**src/rtl/mrv1_issue_sched.sv**
```systemverilog
// Round-robin thread picker feeding a registered issue slot; a grant becomes visible one cycle later.
// Backpressure: a valid, unkilled slot with issue_rdy_i low holds its contents and blocks new grants.
module mrv1_issue_sched #(
  parameter  int NUM_THREADS_P   = 8,
  parameter  int NUM_FU_P        = 4,
  parameter  int FLUSH_HOLDOFF_P = 2,
  localparam int TID_WIDTH_LP    = $clog2(NUM_THREADS_P),
  localparam int HOLD_WIDTH_LP   = $clog2(FLUSH_HOLDOFF_P+1)
) (
  input  logic                              clk_i,
  input  logic                              rst_i,
  input  logic [NUM_THREADS_P-1:0]          thr_vld_i,
  input  logic [NUM_THREADS_P-1:0]          thr_conflict_i,
  input  logic [NUM_THREADS_P-1:0]          thr_iq_rdy_i,
  input  logic [NUM_THREADS_P*NUM_FU_P-1:0] thr_fu_req_i,
  input  logic [NUM_FU_P-1:0]               exec_fu_rdy_i,
  input  logic                              flush_vld_i,
  input  logic [TID_WIDTH_LP-1:0]           flush_tid_i,
  output logic [NUM_THREADS_P-1:0]          deq_o,
  output logic                              issue_vld_o,
  input  logic                              issue_rdy_i,
  output logic [TID_WIDTH_LP-1:0]           issue_tid_o,
  output logic [NUM_FU_P-1:0]               issue_fu_req_o
);

  logic [NUM_FU_P-1:0]      fu_req   [NUM_THREADS_P];
  logic [HOLD_WIDTH_LP-1:0] hold_cnt [NUM_THREADS_P];
  logic [NUM_THREADS_P-1:0] elig;
  logic [TID_WIDTH_LP-1:0]  rr_ptr;
  logic [TID_WIDTH_LP-1:0]  grant_tid;
  logic                     grant_vld;
  logic                     slot_killed;
  logic                     load;

  always_comb begin
    for (int t = 0; t < NUM_THREADS_P; t++) begin
      fu_req[t] = thr_fu_req_i[t*NUM_FU_P +: NUM_FU_P];
      elig[t]   = thr_vld_i[t] & ~thr_conflict_i[t] & thr_iq_rdy_i[t]
                & (|(fu_req[t] & exec_fu_rdy_i))
                & (hold_cnt[t] == '0)
                & ~(flush_vld_i & (flush_tid_i == TID_WIDTH_LP'(t)));
    end
  end

  // Search starts just after the last winner; the last winner itself is tried last.
  always_comb begin
    logic [TID_WIDTH_LP-1:0] idx;
    idx       = '0;
    grant_vld = 1'b0;
    grant_tid = '0;
    for (int i = 1; i <= NUM_THREADS_P; i++) begin
      idx = rr_ptr + TID_WIDTH_LP'(i);
      if (!grant_vld && elig[idx]) begin
        grant_vld = 1'b1;
        grant_tid = idx;
      end
    end
  end

  // A flush aimed at the slot's own thread frees it regardless of issue_rdy_i.
  assign slot_killed = flush_vld_i & issue_vld_o & (issue_tid_o == flush_tid_i);
  assign load        = ~issue_vld_o | issue_rdy_i | slot_killed;

  always_comb begin
    deq_o = '0;
    if (rst_i && load && grant_vld) deq_o[grant_tid] = 1'b1;
  end

  always_ff @(posedge clk_i) begin
    if (!rst_i) begin
      issue_vld_o    <= 1'b0;
      issue_tid_o    <= '0;
      issue_fu_req_o <= '0;
      rr_ptr         <= TID_WIDTH_LP'(NUM_THREADS_P-1);
      for (int t = 0; t < NUM_THREADS_P; t++) hold_cnt[t] <= '0;
    end else begin
      if (load) begin
        if (grant_vld) begin
          issue_vld_o    <= 1'b1;
          issue_tid_o    <= grant_tid;
          issue_fu_req_o <= fu_req[grant_tid];
          rr_ptr         <= grant_tid;
        end else begin
          issue_vld_o    <= 1'b0;
        end
      end
      for (int t = 0; t < NUM_THREADS_P; t++) begin
        if (flush_vld_i && (flush_tid_i == TID_WIDTH_LP'(t)))
          hold_cnt[t] <= HOLD_WIDTH_LP'(FLUSH_HOLDOFF_P);
        else if (hold_cnt[t] != '0)
          hold_cnt[t] <= hold_cnt[t] - HOLD_WIDTH_LP'(1);
      end
    end
  end

  a_deq_onehot: assert property (@(posedge clk_i) $onehot0(deq_o));
  a_deq_vld:    assert property (@(posedge clk_i) (deq_o & ~thr_vld_i) == '0);
  a_slot_stable: assert property (@(posedge clk_i) disable iff (!rst_i)
    issue_vld_o & ~issue_rdy_i & ~slot_killed |=> $stable(issue_tid_o) && $stable(issue_fu_req_o));

  for (genvar t = 0; t < NUM_THREADS_P; t++) begin : g_fu_chk
    a_fu_onehot: assert property (@(posedge clk_i) disable iff (!rst_i)
      thr_vld_i[t] |-> $onehot0(thr_fu_req_i[t*NUM_FU_P +: NUM_FU_P]));
  end

endmodule

```
**config.mk**
```make
export PLATFORM = sky130hd
export DESIGN_NAME = mrv1_issue_sched
export DESIGN_NICKNAME = d
export VERILOG_FILES = /design/src/rtl/mrv1_issue_sched.sv
export SDC_FILE = /design/constraint.sdc
export NUM_CORES = 1
export LEC_CHECK = 0
export CAP_MARGIN = 10
export CORE_UTILIZATION = 53
export DETAILED_ROUTE_END_ITERATION = 10
export PLACE_DENSITY = 0.86
export SYNTH_ARGS = -nofsm -noshare
export SYNTH_HDL_FRONTEND = slang
export SYNTH_SLANG_ARGS = --single-unit
```
**constraint.sdc**
```tcl
create_clock -name clk_i -period 12.8 [get_ports clk_i]
set_clock_uncertainty 0.05 [all_clocks]
set_input_delay 2.56 -clock clk_i [delete_from_list [all_inputs] [get_ports clk_i]]
set_output_delay 2.56 -clock clk_i [all_outputs]
set_load 0.1 [all_outputs]
```
==> results.ini, run 1 <==
[cells_and_area]
nets=481
final_cell_area_um2=3860
final_cell_mix=clkdlybuf4s50_1, nor2_1, inv_1, nand2_1, a22oi_1
synthToLayoutAreaGrowth_pct=28.9
antenna_cells=0
nFillCells=432
layout_commonest_cell=clkdlybuf4s50_1
layout-drive-gt1-share=0.0670
final_cells=473

[cts]
ctsLongestPathBuffers=2
cts_buffers=3
cts_tree=built
cts_max_level=1
clk-insertion-delay-late_ns=0.29
postCtsSetupBuffers=0
path_clk_slew_ns=0.11
cts_hold_buf=0
root_buffer=clkbuf_8
cts_resized=0
clkSinkCount=27

[setup_path]
crit_path_end=deq_o[5]
cpLargestDelayFamily=simple AND/OR/NAND/NOR gates
crit_arrival_ns=7.40
cp_num_cells=12
path_class=in2out
crit_path_cell_trace=clkdlybuf4s50_1, and4b_1, a2111oi_0, nor4_1, and2_1, a32o_2, o21ai_1, and4_1, nor2_1, nand3_1, nor2_1, clkdlybuf4s50_1
worst_ep_required_time_ns=10.19
slowest_stage=clkdlybuf4s50_1
critPathMaxStageDelay_ns=1.15
rr_worst_depth=10
cp_num_buf_inv=2
crit_start=flush_tid_i[0]
cp-start-kind=primary input
crit_fanout=10
r2r_start=rr_ptr[1]
end_kind=primary output
r2r-end=issue_fu_req_o[2]
r2r_slack_ns=8.08

[synthesis]
seq_area_frac_synth=0.234
synth_seq_cells=27
netlist_area_um2=2990
syn_nets=412
synthDistinctLibCells=69
synthFlopType=edfxtp_1
syn_inst=335
synth-edff-count=16
ys_warn_count=0
synth_area_per_cell_um2=8.93
ys_async_sr_fraction=0

[global_route]
grt_pass1_wl_mm=14.0
grt_start_max_net_pins=35
grt_util_all_layers=0.299
grt_pass1_vias=2784
antenna_found_initial=0
grt_remaining_overflow=0

[floorplan]
placementRows=26
die_h_um=77.1
die_x_um=77.1
start_util=0.568
ioPinCount=83
die_area_um2=5950
coreArea_um2=5270

[sta]
finalSetupTns_ns=0
min_period_ns=10.01
tightest_slew_ns=0.995
hold_viol=0
setup_viol=0
slew_headroom=0.335
drv_slew=0
fmax_mhz=99.9
fin_crit_sh=0.782
rsz0062_at_grt=false

[detailed_routing]
drtPass1Iterations=6
drt_iter0_drc=249
wirelength_mm=8.83
drc=0
vias=3162
antenna_left=0
wl_per_cell_um=18.7
viasPerCell=6.68

[place]
placed_cell_area_um2=3810
dp_hpwl_mm=7.04
port_buffers=82
place_inst=469
gp_congestion=0.972

[run]
maxCapViolCount=0

[power_and_ir_drop]
p_leak_nw=1.44
ir_drop_mv=0.147
total_power_mw=0.708
p_per_area_nw_per_um2=184

[worst_hold_path]
hp-class=reg2reg

[run_status]
status=finished, final reports clean

## worst min-delay path by stage
| stage | startpoint | to | slack, ns | cells past startpoint |
|---|---|---|---|---|
| after CTS | issue_fu_req_o[2] | issue_fu_req_o[2] | 0.46 | 2 |
| final | issue_fu_req_o[2] | issue_fu_req_o[2] | 0.46 | 2 |
| after detailed placement | issue_fu_req_o[2] | issue_fu_req_o[2] | 0.44 | 2 |
| after global placement | issue_fu_req_o[2] | issue_fu_req_o[2] | 0.42 | 2 |
| after floorplan | hold_cnt[1][6] | hold_cnt[1][6] | 0.48 | 1 |
| after global routing | issue_fu_req_o[2] | issue_fu_req_o[2] | 0.50 | 2 |
## routing by layer
metal	vias up	global-route usage	routed length, um
met5	-	0	0
met4	0	0.0943	231
met3	22	0.0488	693
met2	173	0.481	4200
met1	1503	0.407	3700
li1	1464	-	-
## state kept, by name (all words and copies together) (netlist names)
name            cells
rr_ptr              3
issue_vld_o         1
issue_fu_req_o      4
issue_tid_o         3
hold_cnt           16
## synth_stat cells, types with 2 or more instances
cell,n,share of area
a211oi_1,8,0.020
and2_1,7,0.015
ha_1,10,0.042
edfxtp_1,16,0.16
mux4_2,12,0.090
buf_6,3,0.011
nor2b_1,2,0.0042
and4bb_1,3,0.013
o21a_1,7,0.018
clkbuf_1,11,0.014
o41ai_1,3,0.0088
o221ai_1,2,0.0059
o21ai_0,10,0.017
nand2_1,19,0.024
nand2b_1,4,0.0084
a211o_1,11,0.032
nor3_1,6,0.010
nand4_1,2,0.0042
xnor2_1,4,0.012
dfxtp_1,11,0.074
nand4b_1,8,0.023
and4_1,3,0.0088
o2111ai_1,3,0.0088
nor4b_1,7,0.020
inv_1,27,0.034
o31a_1,2,0.0059
buf_2,2,0.0033
a21oi_1,6,0.010
and4b_1,3,0.010
a21o_1,2,0.0050
o211ai_1,5,0.013
nand3b_1,8,0.020
nand3_1,6,0.010
buf_1,2,0.0025
a22oi_1,17,0.043
a2111oi_0,3,0.0088
a32oi_1,2,0.0059
mux2i_1,15,0.050
nor4_1,4,0.0084
o22ai_1,2,0.0042
xor2_1,2,0.0059
nor2_1,28,0.035
## report_power, final
group / internal [mW] / switching (mW) / leakage (nW)
clock: 0.0230 / 0.0324 / 0.0261
sequential: 0.137 / 0.0268 / 0.266
combinational: 0.185 / 0.303 / 1.15
total: 0.346 / 0.362 / 1.44
## layout make-up
cell class	instances	area (um2)	area share
clock buffers	3	41.3	0.0107
multi-input cells	260	2080	0.540
flip-flops and latches	27	701	0.182
well taps	70	87.6	0.0227
clock inverters	1	8.76	0.00227
repair buffers	83	828	0.215
inverters	29	109	0.0282
## through the flow
step | hold slack, ns | util | setup slack [ns]
after global routing | 0.498 | 0.732 | 2.57
after detailed placement | 0.435 | 0.723 | 2.88
after global placement | 0.416 | 0.723 | 3.00
after CTS | 0.455 | 0.732 | 2.89
final | 0.457 | 0.732 | 2.79
after floorplan | 0.483 | - | 3.15
## logic make-up (layout without fill, tap and decap cells)
| family | Yosys count | after routing | share of synthesized area |
|---|---|---|---|
| AO/OA/AOI/OAI | 98 | 98 | 0.251 |
| XOR/XNOR | 6 | 6 | 0.0176 |
| adder cells (fa/ha/maj) | 10 | 10 | 0.0418 |
| buffers and inverters | 48 | 116 | 0.0698 |
| flip-flops | 27 | 27 | 0.234 |
| multiplexers | 29 | 29 | 0.149 |
| AND/OR/NAND/NOR | 117 | 117 | 0.237 |
## worst reg2reg max path, delay by kind of cell (launching register included)
kind            cells  cell delay, ns
buf+inv             1            0.33
mux                 1            0.65
compound gates      3            0.82
simple gates        4            1.42
fa+ha+maj           1            0.61
flops               1            0.78
Note: power is estimated with default switching activity, not from simulation.
==> inputs of run 2 (changes only) <==
- CORE_UTILIZATION: 53 -> 49
- PLACE_DENSITY: 0.86 -> 0.8
- clock period: 12.8 -> 9.64 ns (I/O delays scaled with it)
==> run 2 against run 1 <==
Global-route usage fell by 0.73 points. Register-to-register slack got worse by 3.0 ns. First-iteration DRC count fell by 5.6%. Clock power rose by 26%. Clock-buffer cell count rose by 1. Setup slack got worse by 1.7 ns. Non-clock buffer count rose by 2. Sequential share of layout area barely moved. Total power rose by 32%. Critical path depth fell by 2.
==> results.ini, run 2 (synthesized netlist as in run 1, its figures left out) <==
[cells_and_area]
nFillCells=503  ; was 432
layout-drive-gt1-share=0.0790  ; was 0.0670
synthToLayoutAreaGrowth_pct=29.1  ; was 28.9%
layout_commonest_cell=clkdlybuf4s50_1  ; unchanged
top_register=hold_cnt  ; unchanged
reg.largest.list=hold_cnt x16, issue_fu_req_o x4  ; unchanged
nets=483  ; was 481
antenna_cells=0  ; unchanged
final_cell_mix=clkdlybuf4s50_1, nor2_1, inv_1, nand2_1, a22oi_1  ; unchanged
largest_reg_flops=16  ; unchanged

[global_route]
grtUsageMet3=0.0466  ; was 0.0488
antenna_found_initial=0  ; unchanged
busiest_layer=met2  ; unchanged
grt_pass1_vias=2922  ; was 2,784
grtUsageMet2=0.498  ; was 0.481
grt_util_met1=0.367  ; was 0.407
grt_remaining_overflow=0  ; unchanged
grt_start_max_net_pins=35  ; unchanged
grt_util_all_layers=0.292  ; was 0.299
grt_pass1_wl_mm=14.4  ; was 14.0 mm

[cts]
cts_hold_buf=0  ; unchanged
path_clk_slew_ns=0.10  ; was 0.11 ns
ctsLongestPathBuffers=2  ; unchanged
clkSinkCount=27  ; unchanged
clk-insertion-delay-late_ns=0.28  ; was 0.29 ns
postCtsSetupBuffers=0  ; unchanged
cts_max_level=1  ; unchanged
cts_resized=0  ; unchanged
cts_tree=built  ; unchanged
cts_buffers=3  ; unchanged
root_buffer=clkbuf_8  ; unchanged

[detailed_routing]
drt_iter0_drc=235  ; was 249
antenna_left=0  ; unchanged
drtPass1Iterations=5  ; was 6
vias=3140  ; was 3,162
viasPerCell=6.54  ; was 6.68
wl_per_cell_um=18.6  ; was 18.7 um
wirelength_mm=8.94  ; was 8.83 mm
drc=0  ; unchanged

[place]
gp_congestion=0.958  ; was 0.972
dp_slack_ns=1.11  ; was 2.88 ns
dp_hpwl_mm=7.15  ; was 7.04 mm
port_buffers=82  ; unchanged

[sta]
fmax_mhz=116
hold_slack_ns=0.458  ; was 0.457 ns
tightest_slew_ns=0.999  ; was 0.995 ns
min_period_ns=8.59
slew_headroom=0.332  ; was 0.335
setup_viol=0  ; unchanged
drv_slew=0  ; unchanged
fin_crit_sh=0.891
finalSetupTns_ns=0  ; unchanged
rsz0062_at_grt=false  ; unchanged
hold_viol=0  ; unchanged
worst_slack_ns=1.05  ; was 2.79 ns

[setup_path]
r2r_start=rr_ptr[1]  ; unchanged
crit_start=flush_tid_i[0]  ; unchanged
rr_worst_depth=10  ; unchanged
r2r-end=issue_fu_req_o[1]  ; was issue_fu_req_o[2]
worst_ep_required_time_ns=7.66  ; was 10.19 ns
cp-start-kind=primary input  ; unchanged
end_kind=primary output  ; unchanged
crit_fanout=15  ; was 10
r2r_slack_ns=5.09  ; was 8.08 ns
crit_path_end=deq_o[3]  ; was deq_o[5]
path_class=in2out  ; unchanged
crit_arrival_ns=6.61  ; was 7.40 ns

[power_and_ir_drop]
p_per_area_nw_per_um2=242  ; was 184 nW/um2
total_power_mw=0.937  ; was 0.708 mW
p_leak_nw=1.45  ; was 1.44 nW
ir_drop_mv=0.165  ; was 0.147 mV

[floorplan]
die_x_um=80.2  ; was 77.1 um
die_h_um=80.2  ; was 77.1 um
ioPinCount=83  ; unchanged
placementRows=28  ; was 26
die_area_um2=6420  ; was 5950 um2
start_util=0.505  ; was 0.568
coreArea_um2=5920  ; was 5270 um2

[worst_hold_path]
hp-class=reg2reg  ; unchanged

[run_status]
status=finished, final reports clean  ; unchanged

[run]
maxCapViolCount=0  ; unchanged

[run 2: cell types whose count changed in the layout (fill, tap and decap cells not counted), sizes merged]
cell	before	now
buf	1	7
clkbuf	3	4
clkdlybuf4s50	82	78
inv	29	28
[run 2: worst min path at each step]
| stage | startpoint | end | slack (ns) | cells past startpoint |
|---|---|---|---|---|
| 6_report | issue_fu_req_o[2] | issue_fu_req_o[2] | 0.46 | 2 |
| 5_1_grt | issue_fu_req_o[2] | issue_fu_req_o[2] | 0.50 | 2 |
| 4_1_cts | issue_fu_req_o[2] | issue_fu_req_o[2] | 0.46 | 2 |
| 3_5_place_dp | issue_fu_req_o[2] | issue_fu_req_o[2] | 0.44 | 2 |
| 3_3_place_gp | issue_fu_req_o[2] | issue_fu_req_o[2] | 0.44 | 2 |
| 2_1_floorplan | hold_cnt[1][6] | hold_cnt[1][6] | 0.48 | 1 |
[run 2: critical path, cell delays in order]
cell and delay, ns:
clkdlybuf4s50_1 0.68, and4bb_1 0.33, a211o_1 0.34, mux4_2 0.58
and2_1 0.21, a32o_2 0.31, a21oi_1 0.28, o211ai_2 0.43
nor3_1 0.32, clkdlybuf4s50_1 1.18
[run 2: cell type report]
cell class	count	area [um2]	share of cell area
multi-input cells	260	2080	0.539
inverters	29	109	0.0282
well taps	75	93.8	0.0243
repair buffers	85	833	0.216
clock buffers	4	45.0	0.0117
flip-flops and latches	27	701	0.181
[run 2: per-layer routing]
| metal | share of wire | wire [um] | vias up |
|---|---|---|---|
| li1 | - | - | 1463 |
| met1 | 0.42 | 3730 | 1505 |
| met2 | 0.48 | 4320 | 146 |
| met3 | 0.069 | 615 | 26 |
| met4 | 0.030 | 270 | 0 |
| met5 | 0 | 0 | - |
[run 2: stage by stage]
stage	cell area [um2]	utilization	instances
after global routing	3860	0.653	480
after detailed placement	3820	0.645	476
after CTS	3860	0.653	480
after floorplan	2990	-	335
after global placement	3820	0.645	476
final	3860	0.653	480
[run 2: report_power, final]
group          total, mW  internal [mW]  switching (mW)
Combinational      0.649          0.249           0.401
Sequential         0.218          0.182          0.0356
Clock             0.0698         0.0298          0.0400
==> inputs of run 3 (changes only) <==
- CTS_CLUSTER_DIAMETER: unset -> 40
- REMOVE_ABC_BUFFERS: unset -> 1
==> run 3 against run 2 <==
Clock power increased by 6.0%. Final cell count did not move. Sequential share of layout area about the same. Clock-buffer cell count down 1. Hold slack worse by 0.015 ns. Register-to-register slack got worse by 0.04 ns. Sequential power hardly changed. Combinational power grew 0.8%. Non-clock buffer count unchanged. Total power increased by 0.85%. Wire length up 1.1%. Largest power group unchanged.
==> results.ini, run 3 (synthesized netlist as in run 1, its figures left out) <==
[run_status]
status=finished, final reports clean  ; unchanged

[detailed_routing]
drt_iter0_drc=282  ; was 235
met3_length_um=459  ; was 615 um
antenna_left=0  ; unchanged
wl_per_cell_um=18.8  ; was 18.6 um
top_layer_used=met4  ; unchanged
viasPerCell=6.53  ; was 6.54
wl_met1_mm=4.04  ; was 3.73 mm
wirelength_mm=9.03  ; was 8.94 mm
drtPass1Iterations=6  ; was 5
wl_met2_mm=4.28  ; was 4.32 mm
drc=0  ; unchanged
vias=3132  ; was 3,140

[power_and_ir_drop]
switching_share=0.511  ; was 0.508
total_power_mw=0.945  ; was 0.937 mW
p_per_area_nw_per_um2=244  ; was 242 nW/um2
p_leak_nw=1.45  ; about the same
ir_drop_mv=0.165  ; about the same
p_sw_mw=0.483  ; was 0.476 mW
p_int_mw=0.462  ; was 0.461 mW
p_clk_frac=0.078  ; was 0.075
seq_power_share=0.229  ; was 0.233
p_comb_frac=0.692  ; was 0.693

[sta]
hold_viol=0  ; unchanged
setup_viol=0  ; unchanged
fin_crit_sh=0.884  ; was 0.891
tightest_slew_ns=1.02  ; was 0.999 ns
min_period_ns=8.52  ; was 8.59 ns
rsz0062_at_grt=false  ; unchanged
finalSetupTns_ns=0  ; unchanged
fmax_mhz=117  ; was 116 MHz
drv_slew=0  ; unchanged
slew_headroom=0.320  ; was 0.332

[setup_path]
r2r-end=issue_fu_req_o[0]  ; was issue_fu_req_o[1]
crit_path_end=deq_o[3]  ; unchanged
end_kind=primary output  ; unchanged
crit_fanout=15  ; unchanged
r2r_start=rr_ptr[1]  ; unchanged
worst_ep_required_time_ns=7.66  ; about the same
path_class=in2out  ; unchanged
crit_arrival_ns=6.54  ; was 6.61 ns
cp-start-kind=primary input  ; unchanged
crit_start=flush_tid_i[0]  ; unchanged
r2r_slack_ns=5.05  ; was 5.09 ns
rr_worst_depth=10  ; unchanged

[cells_and_area]
final_cells=480  ; unchanged
antenna_cells=0  ; unchanged
top_register=hold_cnt  ; unchanged
layout-drive-gt1-share=0.0815  ; was 0.0790
final_cell_mix=clkdlybuf4s50_1, nor2_1, inv_1, nand2_1, a22oi_1  ; unchanged
multiInputGateArea_um2=2080  ; unchanged
reg.largest.list=hold_cnt x16, issue_fu_req_o x4  ; unchanged
synthToLayoutAreaGrowth_pct=29.3  ; was 29.1%
nFillCells=518  ; was 503
layout_commonest_cell=clkdlybuf4s50_1  ; unchanged
final_cell_area_um2=3870  ; was 3860 um2
seq_area_um2=701  ; unchanged
fin_util=0.654  ; was 0.653
nets=483  ; unchanged
largest_reg_flops=16  ; unchanged

[cts]
cts_max_level=1  ; unchanged
cts_hold_buf=0  ; unchanged
clkSinkCount=27  ; unchanged
path_clk_slew_ns=0.11  ; was 0.10 ns
cts_resized=0  ; unchanged
clk-insertion-delay-late_ns=0.29  ; was 0.28 ns
postCtsSetupBuffers=0  ; unchanged
cts_tree=built  ; unchanged
cts_buffers=3  ; unchanged
ctsLongestPathBuffers=2  ; unchanged
root_buffer=clkbuf_8  ; unchanged

[global_route]
grt_start_max_net_pins=35  ; unchanged
grt_pass1_vias=2884  ; was 2,922
antenna_found_initial=0  ; unchanged
grt_pass1_wl_mm=14.3  ; was 14.4 mm
grt_util_all_layers=0.291  ; was 0.292
grt_remaining_overflow=0  ; unchanged

[floorplan]
start_util=0.505  ; unchanged
die_x_um=80.2  ; unchanged
placementRows=28  ; unchanged
ioPinCount=83  ; unchanged
coreArea_um2=5920  ; unchanged
die_h_um=80.2  ; unchanged
die_area_um2=6420  ; unchanged

[place]
placed_cell_area_um2=3820  ; unchanged
place_inst=476  ; unchanged
dp_hpwl_mm=7.16  ; was 7.15 mm
port_buffers=82  ; unchanged
gp_congestion=0.888  ; was 0.958

[run]
maxCapViolCount=0  ; unchanged

[worst_hold_path]
hp-class=reg2reg  ; unchanged

[run 3: cell count changes in the layout (fill, tap and decap cells not counted), sizes merged]
cell,change
clkbuf,-1
inv,+1
[run 3: power by group through the flow]
stage	sequential, mW	combinational [mW]	clock (mW)
2_1_floorplan	0.266	0.423	0
3_3_place_gp	0.218	0.636	0
3_5_place_dp	0.219	0.646	0
4_1_cts	0.216	0.648	0.0754
5_1_grt	0.222	0.702	0.0792
6_report	0.217	0.654	0.0740
[run 3: per-stage QoR]
| stage | hold slack, ns | worst slack, ns |
|---|---|---|
| 6_report | 0.443 | 1.12 |
| 2_1_floorplan | 0.483 | 1.44 |
| 3_5_place_dp | 0.424 | 1.16 |
| 5_1_grt | 0.467 | 0.926 |
| 4_1_cts | 0.446 | 1.17 |
| 3_3_place_gp | 0.429 | 1.24 |
[run 3: critical path: stages]
cell             delay [ns]
clkdlybuf4s50_1        0.69
and4b_1                0.31
a211o_1                0.33
mux4_2                 0.58
and2_1                 0.21
a32o_2                 0.31
a211oi_2               0.28
o211ai_2               0.41
nor3_1                 0.30
clkdlybuf4s50_1        1.17
[run 3: routing by layer]
metal / vias up / global-route usage
li1: 1464 / -
met1: 1505 / 0.403
met2: 141 / 0.468
met3: 22 / 0.0330
met4: 0 / 0.0982
met5: - / 0
[run 3: area by class of cell]
class / instances / share of cell area
well taps: 75 / 0.0242
clock buffers: 3 / 0.0107
multi-input cells: 260 / 0.538
clock inverters: 1 / 0.00226
repair buffers: 85 / 0.215
flip-flops and latches: 27 / 0.181
inverters: 29 / 0.0281
[run 3: how the worst min path moves through the flow]
| stage | slack [ns] | depth (start not counted) | startpoint | end |
|---|---|---|---|---|
| 2_1_floorplan | 0.48 | 1 | hold_cnt[1][6] | hold_cnt[1][6] |
| 3_3_place_gp | 0.43 | 2 | issue_fu_req_o[2] | issue_fu_req_o[2] |
| 3_5_place_dp | 0.42 | 2 | issue_fu_req_o[2] | issue_fu_req_o[2] |
| 4_1_cts | 0.45 | 2 | issue_fu_req_o[2] | issue_fu_req_o[2] |
| 5_1_grt | 0.47 | 2 | issue_fu_req_o[2] | issue_fu_req_o[2] |
| 6_report | 0.44 | 2 | issue_fu_req_o[2] | issue_fu_req_o[2] |
